<file path="config.mk">
export PLATFORM = sky130hd
export DESIGN_NAME = udp_frame_builder_flat
export DESIGN_NICKNAME = d
export VERILOG_FILES = /design/src/rtl/udp_frame_builder_pkg.sv /design/src/rtl/udp_frame_builder_if.sv /design/src/rtl/udp_frame_builder_ip_checksum16.sv /design/src/rtl/udp_frame_builder.sv /design/src/flat_wrapper.sv
export SDC_FILE = /design/constraint.sdc
export NUM_CORES = 1
export LEC_CHECK = 0
export CAP_MARGIN = 20
export CORE_AREA = 2 2 437 439
export DETAILED_ROUTE_END_ITERATION = 10
export DIE_AREA = 0 0 439 441
export SYNTH_ARGS = -nofsm -noshare
export SYNTH_HDL_FRONTEND = slang
export SYNTH_SLANG_ARGS = --single-unit
export TNS_END_PERCENT = 50
</file>
<file path="constraint.sdc">
create_clock -name clk100 -period 21.5 [get_ports clk100]
set_clock_uncertainty 0.05 [all_clocks]
set_input_delay 5.375 -clock clk100 [delete_from_list [all_inputs] [get_ports clk100]]
set_output_delay 5.375 -clock clk100 [all_outputs]
set_load 0.01 [all_outputs]
</file>
<file path="src/rtl/udp_frame_builder_pkg.sv">
// Shared constants and types for the UDP/IPv4/Ethernet II frame builder.
package udp_frame_builder_pkg;

    localparam logic [15:0] ETHERTYPE_IPV4    = 16'h0800;
    localparam logic [7:0]  IP_PROTO_UDP      = 8'd17;
    localparam logic [15:0] IP_VER_IHL_TOS    = 16'h4500;
    localparam logic [15:0] IP_FLAGS_DF       = 16'h4000;

    localparam int          HDR_WORDS         = 32'd21;
    localparam int          MAX_WORDS         = 32'd68;
    localparam logic [5:0]  MAX_PAYLOAD_WORDS = 6'd47;
    localparam logic [15:0] MIN_FRAME_BYTES   = 16'd60;

    // word offsets inside the frame buffer
    localparam logic [6:0]  IP_CSUM_WORD      = 7'd12;
    localparam logic [6:0]  PAYLOAD_WORD      = 7'd21;
    localparam logic [6:0]  PAD_END_WORD      = 7'd29;
    localparam logic [4:0]  IP_HDR_WORD       = 5'd7;
    localparam logic [3:0]  HDR_LAST_CYCLE    = 4'd9;

    // packet[k] is one 16-bit word of the frame, k = 0..67
    typedef logic [0:MAX_WORDS-1][15:0] frame_buf_t;

    typedef enum logic [2:0] {
        ST_IDLE  = 3'd0,
        ST_LOAD  = 3'd1,
        ST_HDR   = 3'd2,
        ST_CSUM  = 3'd3,
        ST_READY = 3'd4
    } builder_state_t;

    // network-order word {byte0, byte1} -> DM9000A little-endian word {byte1, byte0}
    function automatic logic [15:0] wire_order(input logic [15:0] be_word);
        return {be_word[7:0], be_word[15:8]};
    endfunction

endpackage

</file>
<file path="src/rtl/udp_frame_builder_if.sv">
// Payload stream, frame buffer and controller handshake of the frame builder.
interface udp_frame_builder_if;
    import udp_frame_builder_pkg::*;

    logic       start;
    logic [5:0] payload_words;
    logic [15:0] pl_data;
    logic       pl_valid;
    logic       pl_ready;
    logic       tx_ack;
    frame_buf_t packet;
    logic [15:0] packet_length;
    logic       clear_to_send;
    logic       busy;

    // producer/controller side
    modport master (
        output start, payload_words, pl_data, pl_valid, tx_ack,
        input  pl_ready, packet, packet_length, clear_to_send, busy
    );

    // frame builder side
    modport slave (
        input  start, payload_words, pl_data, pl_valid, tx_ack,
        output pl_ready, packet, packet_length, clear_to_send, busy
    );
endinterface

</file>
<file path="src/rtl/udp_frame_builder_ip_checksum16.sv">
// Running 16-bit one's-complement sum; csum is the folded, inverted result.
module ip_checksum16 (
    input  logic        clk,
    input  logic        rst,
    input  logic        clear,
    input  logic        add,
    input  logic [15:0] word,
    output logic [15:0] csum
);
    logic [16:0] acc_r;

    // accumulate with end-around carry; bit 16 holds the carry not yet folded
    always_ff @(posedge clk) begin
        if (rst) begin
            acc_r <= 17'd0;
        end else if (clear) begin
            acc_r <= 17'd0;
        end else if (add) begin
            acc_r <= {1'b0, acc_r[15:0]} + {1'b0, word} + {16'd0, acc_r[16]};
        end else begin
            acc_r <= acc_r;
        end
    end

    // final fold cannot overflow: acc_r never reaches 17'h1FFFF from a cleared start
    assign csum = ~(acc_r[15:0] + {15'd0, acc_r[16]});

endmodule

</file>
<file path="src/rtl/udp_frame_builder.sv">
// Builds an Ethernet II / IPv4 / UDP frame into the DM9000A word buffer.
module udp_frame_builder
    import udp_frame_builder_pkg::*;
#(
    parameter logic [47:0] DST_MAC  = 48'hFFFF_FFFF_FFFF,
    parameter logic [47:0] SRC_MAC  = 48'h0060_6E90_0001,
    parameter logic [31:0] SRC_IP   = 32'hC0A8_0102,
    parameter logic [31:0] DST_IP   = 32'hC0A8_0101,
    parameter logic [15:0] SRC_PORT = 16'd5000,
    parameter logic [15:0] DST_PORT = 16'd5001,
    parameter logic [7:0]  TTL      = 8'd64
) (
    input  logic               clk100,
    input  logic               rst,
    udp_frame_builder_if.slave bus
);
    builder_state_t     state_r;
    logic [5:0]         n_r;
    logic [5:0]         wr_idx_r;
    logic [3:0]         hdr_cnt_r;
    logic [15:0]        ip_id_r;
    logic               pl_ready_r;
    logic               cts_r;
    logic               busy_r;
    logic [15:0]        pkt_len_r;
    frame_buf_t         packet_r;

    logic [5:0]         n_sat_s;
    logic               xfer_s;
    logic [6:0]         pl_idx_s;
    logic [6:0]         pad_from_s;
    logic [4:0]         ip_idx_s;
    logic [15:0]        total_len_s;
    logic [15:0]        udp_len_s;
    logic [15:0]        frame_bytes_s;
    logic [0:20][15:0]  hdr_be_s;
    logic [15:0]        csum_s;

    assign xfer_s        = (state_r == ST_LOAD) && bus.pl_valid && pl_ready_r;
    assign pl_idx_s      = PAYLOAD_WORD + {1'b0, wr_idx_r};
    assign pad_from_s    = PAYLOAD_WORD + {1'b0, n_r};
    assign ip_idx_s      = IP_HDR_WORD + {1'b0, hdr_cnt_r};
    assign total_len_s   = 16'd28 + {9'd0, n_r, 1'b0};
    assign udp_len_s     = 16'd8  + {9'd0, n_r, 1'b0};
    assign frame_bytes_s = 16'd42 + {9'd0, n_r, 1'b0};

    // clamp the requested payload length to what fits in the buffer
    always_comb begin
        if (bus.payload_words > MAX_PAYLOAD_WORDS) begin
            n_sat_s = MAX_PAYLOAD_WORDS;
        end else begin
            n_sat_s = bus.payload_words;
        end
    end

    // header words 0..20 in network order; IPv4 checksum field left at zero
    always_comb begin
        hdr_be_s = {DST_MAC, SRC_MAC, ETHERTYPE_IPV4,
                    IP_VER_IHL_TOS, total_len_s, ip_id_r, IP_FLAGS_DF,
                    TTL, IP_PROTO_UDP, 16'h0000, SRC_IP, DST_IP,
                    SRC_PORT, DST_PORT, udp_len_s, 16'h0000};
    end

    ip_checksum16 u_csum (
        .clk   (clk100),
        .rst   (rst),
        .clear (bus.start && (state_r == ST_IDLE)),
        .add   (state_r == ST_HDR),
        .word  (hdr_be_s[ip_idx_s]),
        .csum  (csum_s)
    );

    // frame sequencing: load payload, write header, finish checksum, hold for controller
    always_ff @(posedge clk100) begin
        if (rst) begin
            state_r    <= ST_IDLE;
            n_r        <= 6'd0;
            wr_idx_r   <= 6'd0;
            hdr_cnt_r  <= 4'd0;
            ip_id_r    <= 16'd0;
            pl_ready_r <= 1'b0;
            cts_r      <= 1'b0;
            busy_r     <= 1'b0;
            pkt_len_r  <= 16'd0;
        end else begin
            case (state_r)
                ST_IDLE: begin
                    if (bus.start) begin
                        n_r       <= n_sat_s;
                        wr_idx_r  <= 6'd0;
                        hdr_cnt_r <= 4'd0;
                        busy_r    <= 1'b1;
                        if (n_sat_s == 6'd0) begin
                            state_r <= ST_HDR;
                        end else begin
                            state_r    <= ST_LOAD;
                            pl_ready_r <= 1'b1;
                        end
                    end
                end
                ST_LOAD: begin
                    if (xfer_s) begin
                        wr_idx_r <= wr_idx_r + 6'd1;
                        if (wr_idx_r == (n_r - 6'd1)) begin
                            pl_ready_r <= 1'b0;
                            state_r    <= ST_HDR;
                        end
                    end
                end
                ST_HDR: begin
                    hdr_cnt_r <= hdr_cnt_r + 4'd1;
                    if (hdr_cnt_r == HDR_LAST_CYCLE) begin
                        state_r <= ST_CSUM;
                    end
                end
                ST_CSUM: begin
                    state_r <= ST_READY;
                    cts_r   <= 1'b1;
                    if (frame_bytes_s < MIN_FRAME_BYTES) begin
                        pkt_len_r <= MIN_FRAME_BYTES;
                    end else begin
                        pkt_len_r <= frame_bytes_s;
                    end
                end
                ST_READY: begin
                    if (bus.tx_ack) begin
                        cts_r   <= 1'b0;
                        busy_r  <= 1'b0;
                        ip_id_r <= ip_id_r + 16'd1;
                        state_r <= ST_IDLE;
                    end
                end
                default: begin
                    state_r    <= ST_IDLE;
                    pl_ready_r <= 1'b0;
                    cts_r      <= 1'b0;
                    busy_r     <= 1'b0;
                end
            endcase
        end
    end

    // buffer writes; nothing touches the buffer in IDLE or READY, so it stays frozen
    always_ff @(posedge clk100) begin
        if (xfer_s) begin
            packet_r[pl_idx_s] <= wire_order(bus.pl_data);
        end else if (state_r == ST_HDR) begin
            for (logic [4:0] k = 5'd0; k < 5'd21; k++) begin
                packet_r[{2'b00, k}] <= wire_order(hdr_be_s[k]);
            end
            for (logic [6:0] k = PAYLOAD_WORD; k <= PAD_END_WORD; k++) begin
                if (k >= pad_from_s) begin
                    packet_r[k] <= 16'h0000;
                end
            end
        end else if (state_r == ST_CSUM) begin
            packet_r[IP_CSUM_WORD] <= wire_order(csum_s);
        end
    end

    assign bus.pl_ready      = pl_ready_r;
    assign bus.clear_to_send = cts_r;
    assign bus.busy          = busy_r;
    assign bus.packet_length = pkt_len_r;
    assign bus.packet        = packet_r;

endmodule

</file>
<file path="src/flat_wrapper.sv">
// flat-port wrapper written by rule: the top's interface ports become plain ports
module udp_frame_builder_flat import udp_frame_builder_pkg::*;
#(
    parameter logic [47:0] DST_MAC  = 48'hFFFF_FFFF_FFFF,
    parameter logic [47:0] SRC_MAC  = 48'h0060_6E90_0001,
    parameter logic [31:0] SRC_IP   = 32'hC0A8_0102,
    parameter logic [31:0] DST_IP   = 32'hC0A8_0101,
    parameter logic [15:0] SRC_PORT = 16'd5000,
    parameter logic [15:0] DST_PORT = 16'd5001,
    parameter logic [7:0]  TTL      = 8'd64
)
  (clk100, rst, bus_start, bus_payload_words, bus_pl_data, bus_pl_valid, bus_tx_ack, bus_pl_ready, bus_packet, bus_packet_length, bus_clear_to_send, bus_busy);
  udp_frame_builder_if bus_i ();
  input  logic clk100;
  input  logic rst;
  input wire logic [$bits(bus_i.start)-1:0] bus_start;
  input wire logic [$bits(bus_i.payload_words)-1:0] bus_payload_words;
  input wire logic [$bits(bus_i.pl_data)-1:0] bus_pl_data;
  input wire logic [$bits(bus_i.pl_valid)-1:0] bus_pl_valid;
  input wire logic [$bits(bus_i.tx_ack)-1:0] bus_tx_ack;
  output wire logic [$bits(bus_i.pl_ready)-1:0] bus_pl_ready;
  output wire logic [$bits(bus_i.packet)-1:0] bus_packet;
  output wire logic [$bits(bus_i.packet_length)-1:0] bus_packet_length;
  output wire logic [$bits(bus_i.clear_to_send)-1:0] bus_clear_to_send;
  output wire logic [$bits(bus_i.busy)-1:0] bus_busy;
  assign bus_i.start = bus_start;
  assign bus_i.payload_words = bus_payload_words;
  assign bus_i.pl_data = bus_pl_data;
  assign bus_i.pl_valid = bus_pl_valid;
  assign bus_i.tx_ack = bus_tx_ack;
  assign bus_pl_ready = bus_i.pl_ready;
  assign bus_packet = bus_i.packet;
  assign bus_packet_length = bus_i.packet_length;
  assign bus_clear_to_send = bus_i.clear_to_send;
  assign bus_busy = bus_i.busy;
  udp_frame_builder #(.DST_MAC(DST_MAC), .SRC_MAC(SRC_MAC), .SRC_IP(SRC_IP), .DST_IP(DST_IP), .SRC_PORT(SRC_PORT), .DST_PORT(DST_PORT), .TTL(TTL)) u_core (.clk100(clk100), .rst(rst), .bus(bus_i));
endmodule
</file>
* Yosys cells after proc, flatten, opt, wreduce, memory -nomap -nowiden
Cells that the tools add are included.
Word-level totals: bits in registers 1159, bits of input ports 27, output and inout bits 1107, logic and storage cells 206
Cells by class: add/subtract/negate cells 13, order comparisons 14, equality and inequality tests 12, muxes and demuxes 43, bitwise operators 6, reduce and logical (&&, ||, !) cells 40
Operator list (number):
- bitwise mux 1088 bit | 1
- 2-to-1 mux 480 bit | 1
- 2-to-1 mux 272 bit | 1
- 2-to-1 mux 16 bit | 15
- 2-to-1 mux 192 bit | 1
- demux 16 bit (select 7 bit) | 1
- binary-select mux 16 bit (select 5 bit) | 1
- greater-or-equal comparator 5 x 7 -> 1 bit (first input constant) | 9
- AND reduction 2 bit | 13
- nonzero test 2 bit | 12
- 2-to-1 mux 6 bit | 3
- adder 16 x 16 -> 17 bit | 1
- adder 17 x 1 -> 17 bit | 1
- adder 16 x 1 -> 16 bit | 1
- adder 16 x 1 -> 16 bit (second input constant) | 1
- less-than comparator 16 x 6 -> 1 bit (second input constant) | 1
- NOT 16 bit | 1
- 2-to-1 mux 3 bit | 5
- case mux 3 bit (5 select lines) | 1
- adder 5 x 6 -> 7 bit (first input constant) | 2
- case mux 6 bit (2 select lines) | 1
- AND reduction 5 bit | 2
- case mux 1 bit (3 select lines) | 3
- OR reduction 3 bit | 3
- other kinds (31) | 47

* Longest topological paths before layout
depth in word-level cells 8, mapped depth 19, gate-level depth less buffers 17

* By module
Synthesis repeated with hierarchy kept, for this count alone.
Second synthesis, totals: cells, all modules 2903, area total of the unflattened synthesis 43813.3 um^2
Modules (own cells, without submodules):
- udp_frame_builder | instances 1, cells each 2682, area each 42091.6 um^2, seq. area each 33572.2 um^2
- ip_checksum16 | instances 1, cells each 221, area each 1721.7 um^2, seq. area each 340.3 um^2

* Worst setup path after synthesis
OpenSTA, ideal clock, no wires.
path kind in2reg, from in bus_pl_valid, to reg u_core.packet_r, in the netlist u_core.bus.packet[1000] (enable), library setup time 769 ps, arrival time 13890 ps, data required time 20681 ps, path slack 6791 ps, stages on the path 3, buffers on the path 1, cells stage by stage nand3_1 > a21oi_1 > clkbuf_1
On the way: longest elaborated chain between the ends 3
RTL lines:
- start: declaration | RTL line flat_wrapper.sv:19 | input wire logic [$bits(bus_i.pl_valid)-1:0] bus_pl_valid;
- logical AND 1 bit (2 in a row) | RTL line udp_frame_builder.sv:39 | assign xfer_s = (state_r == ST_LOAD) && bus.pl_valid && pl_ready_r;
- nonzero test 2 bit (no source line)
- end signal: indexed assignment | RTL line udp_frame_builder.sv:146 | packet_r[pl_idx_s] <= wire_order(bus.pl_data);
- end signal: indexed assignment | RTL line udp_frame_builder.sv:149 | packet_r[{2'b00, k}] <= wire_order(hdr_be_s[k]);
- end signal: indexed assignment | RTL line udp_frame_builder.sv:157 | packet_r[IP_CSUM_WORD] <= wire_order(csum_s);
- end: declaration | RTL line udp_frame_builder.sv:26 | frame_buf_t packet_r;
No other way between the ends. A chain may end at the register's enable or synchronous reset.

* Worst setup path in the final report
from in bus_pl_valid, to reg u_core.packet_r, in the netlist u_core.bus.packet[794] (enable)
The elaborated chain is that of the path after synthesis.

==> run summary <==
multi-input logic area = 8920 sq um
H-tree depth = 3
DR iter-0 viols = 2,226
Netlist cell types = 79
Initial Util = 0.230
first-pass GRT wire length = 219,000 microns
Fillers = 18.6k
root buffer cell = clkbuf_16
yosys warns = 0
CP endpoint = u_core.bus.packet[794]$_SDFFCE_PN0P_
Core ar. = 189,000 sq um
Worst-path clk slew = 60 ps
Clock Latency Late Sink = 780 ps
clock sink count = 1,150
post-route ant nets = 0
Cell Area, Synth = 43,600 sq um
IO buf count = 1,124
# DRC = 0
drt pass-1 iters = 5
Synth Area in Adders = 0.0110
async set or reset register ratio after synthesis = 0
Routability Congestion = 0.841
TNS Setup = 0 ps
number of global-route vias before repair = 28.1k
CP bufs+invs = 4
slew margin rel. = 0.262
P_leak = 20.7 nW
post-synthesis compound-gate area fraction = 0.0520
clk buf depth = 3
full die area = 194,000 sq um
max-capacitance violation count = 0
drt total wl = 163,000 microns
most frequent cell after synthesis = edfxtp_1
xor/xnor share of the synthesized area = 0.0124
die height = 441 microns
multiplexer share of the synthesized area = 0.0159
via count = 28.9k
cts repair resizes = 0
cts bufs inserted = 121
peak supply drop = 64.7 uV
top post-synthesis cells by count = edfxtp_1 (1,088), nand2_1 (514), a21oi_1 (260)
Avg Vias per Cell = 4.29
kind of end point of the critical path = register
R2R cell count = 18
ys flop type = edfxtp_1
final period utilization = 0.408
I/O pins = 1,134
crit path time final = 8780 ps
DP Wirelength = 112,000 microns
Worst Hold Class = register to register
Post-CTS Setup Bufs = 0
reg-to-reg slack, setup = 16,370 ps
#FFs+latches synth = 1,150
Worst Path Max Fanout = 152
simple-gate share of the synthesized area = 0.110
EDFF count, synth = 1,088
Worst path depth = 6
hold buffer count at CTS = 0
largest family of logic cells by synthesized area = simple AND/OR/NAND/NOR gates
layout cell share with drive strength beyond 1 = 0.0806
Total Routing Usage GR = 0.159
main area contributors after synthesis = edfxtp_1 (75%), nand2_1 (4.4%), a21oi_1 (3.0%)
share of the synthesized area in the top cell type = 0.750
Final Setup Violations = 0
post-synthesis to final-layout area growth = 42.7%
chip width = 439 microns
fin. max-slew vios = 0
WL per Instance = 24.1 microns
PD cells = 77.8 nW/um^2
data required time of the worst path = 21,820 ps
Worst Max-Slew Pin Slew = 1100 ps
Critical Path AT = 9100 ps
CP startpoint kind = input port
total power = 4.83 mW
Synth area leader = edfxtp_1
status = complete, no violations
Final Hold Vio Count = 0
critical-path cell list = clkdlybuf4s50_1 -> nand3_1 -> a21oi_4 -> buf_12 -> buf_4 -> buf_4
Critical Path Source = bus_pl_valid
Avg Inst Size Synth = 14.7 sq um
total area of sequential cells = 33,900 sq um
R2R Path End = u_core.u_csum.acc_r[16]$_SDFFE_PP0P_
largest net degree at the start of global routing = 153
FMAX = 114 MHz
Setup Crit Path Kind = input port to register
Mapped Cells = 2,962
CTS tree = built
most frequent CP cell = buf_4
RSZ-0062 raised after global routing = false
fin nets = 4,187
CP peak stage delay = 920 ps
num rows = 160
Largest delay share family, worst path = buffers and inverters
r2r startpoint = u_core.hdr_cnt_r[0]$_SDFFE_PP0P_
Seq/Total Area, Yosys = 0.779
initial antenna violation count = 14
slowest CP cell = buf_4
GR Overflow Total = 0
tightest hold or removal path, stage by stage (launching register included):
cell	delay [ps]
dfxtp_1	310
nand2_1	50
a21oi_1	60
state kept, by name (all words and copies together), names as in the netlist:
register                  count
u_core.bus.packet          1088
u_core.u_csum.acc_r          17
u_core.ip_id_r               16
u_core.bus.packet_length      7
u_core.n_r                    6
u_core.wr_idx_r               6
u_core.hdr_cnt_r              4
u_core.state_r                3
u_core.bus.busy               1
u_core.bus.clear_to_send      1
u_core.bus.pl_ready           1
per-layer routing:
layer | track usage | part of all wire | vias to the layer above
met5 | 0 | 0.000080 | -
met4 | 0.0876 | 0.054 | 2
met3 | 0.0396 | 0.073 | 297
met2 | 0.277 | 0.50 | 1361
met1 | 0.177 | 0.37 | 14200
li1 | - | - | 13000
cell type report:
type	count	area share
antenna	6	0.000242
clock buffer	151	0.0517
clock inverter	79	0.0156
inverter	25	0.00151
multi-input combinational	1620	0.144
sequential	1150	0.546
tap	2511	0.0506
timing repair buffer	1205	0.191
through the flow:
| step | worst slack, ps | area [sq um] | std cells | utilization | hold WS [ps] |
|---|---|---|---|---|---|
| final | 12720 | 62100 | 6747 | 0.328 | 411 |
| after global routing | 12640 | 62100 | 6745 | 0.328 | 445 |
| after CTS | 12890 | 62100 | 6739 | 0.328 | 411 |
| after detailed placement | 12050 | 57900 | 6509 | 0.306 | 402 |
| after global placement | 12090 | 57900 | 6506 | 0.306 | 396 |
| after floorplan | 6790 | 43600 | 2970 | - | 418 |
cells in the final DEF (no fill, tap or decap), types with 8 or more instances in the layout:
| master | count |
|---|---|
| clkdlybuf4s50_1 | 1108 |
| edfxtp_1 | 1088 |
| nand2_1 | 514 |
| a21oi_1 | 258 |
| nor2_1 | 180 |
| clkbuf_16 | 123 |
| and2_1 | 110 |
| buf_4 | 92 |
| nand2b_1 | 85 |
| dfxtp_1 | 62 |
| mux2i_1 | 61 |
| o21ai_0 | 45 |
| nand3_1 | 44 |
| xnor2_1 | 39 |
| ha_1 | 35 |
| inv_1 | 24 |
| clkbuf_1 | 24 |
| clkinv_1 | 23 |
| clkinv_2 | 22 |
| xor2_1 | 20 |
| nor2_2 | 17 |
| nor3_1 | 17 |
| bufinv_16 | 16 |
| a22o_1 | 14 |
| nor2b_1 | 11 |
| nand4_1 | 11 |
| a211oi_1 | 11 |
| a31oi_1 | 9 |
| conb_1 | 9 |
| or3_1 | 8 |
| o22ai_1 | 8 |
cell families after synthesis:
group | Yosys count
buffers and inverters | 200
muxes | 68
DFF | 1150
other | 1
AOI/OAI and AO/OA | 401
xor gates and xnor gates | 61
adders and majority gates | 37
and+or+nand+nor | 1044
worst min-delay path by stage:
stage | startpoint | endpoint | slack, ps | cells after the start
2_1_floorplan | u_core.u_csum.acc_r[15]$_SDFFE_PP0P_ | u_core.u_csum.acc_r[15]$_SDFFE_PP0P_ | 420 | 2
3_3_place_gp | u_core.bus.packet_length[6]$_SDFFE_PP0P_ | u_core.bus.packet_length[6]$_SDFFE_PP0P_ | 400 | 2
3_5_place_dp | u_core.bus.packet_length[6]$_SDFFE_PP0P_ | u_core.bus.packet_length[6]$_SDFFE_PP0P_ | 400 | 2
4_1_cts | u_core.bus.packet_length[6]$_SDFFE_PP0P_ | u_core.bus.packet_length[6]$_SDFFE_PP0P_ | 410 | 2
5_1_grt | u_core.bus.packet_length[2]$_SDFFE_PP0P_ | u_core.bus.packet_length[2]$_SDFFE_PP0P_ | 450 | 2
6_report | u_core.bus.packet_length[6]$_SDFFE_PP0P_ | u_core.bus.packet_length[6]$_SDFFE_PP0P_ | 410 | 2
power breakdown:
part / switching (mW) / internal (mW) / total [mW]
clock: 0.917 / 1.26 / 2.18
combinational: 0.134 / 0.0496 / 0.183
sequential: 0.0131 / 2.46 / 2.47
Power figures use the tool's default switching activity.
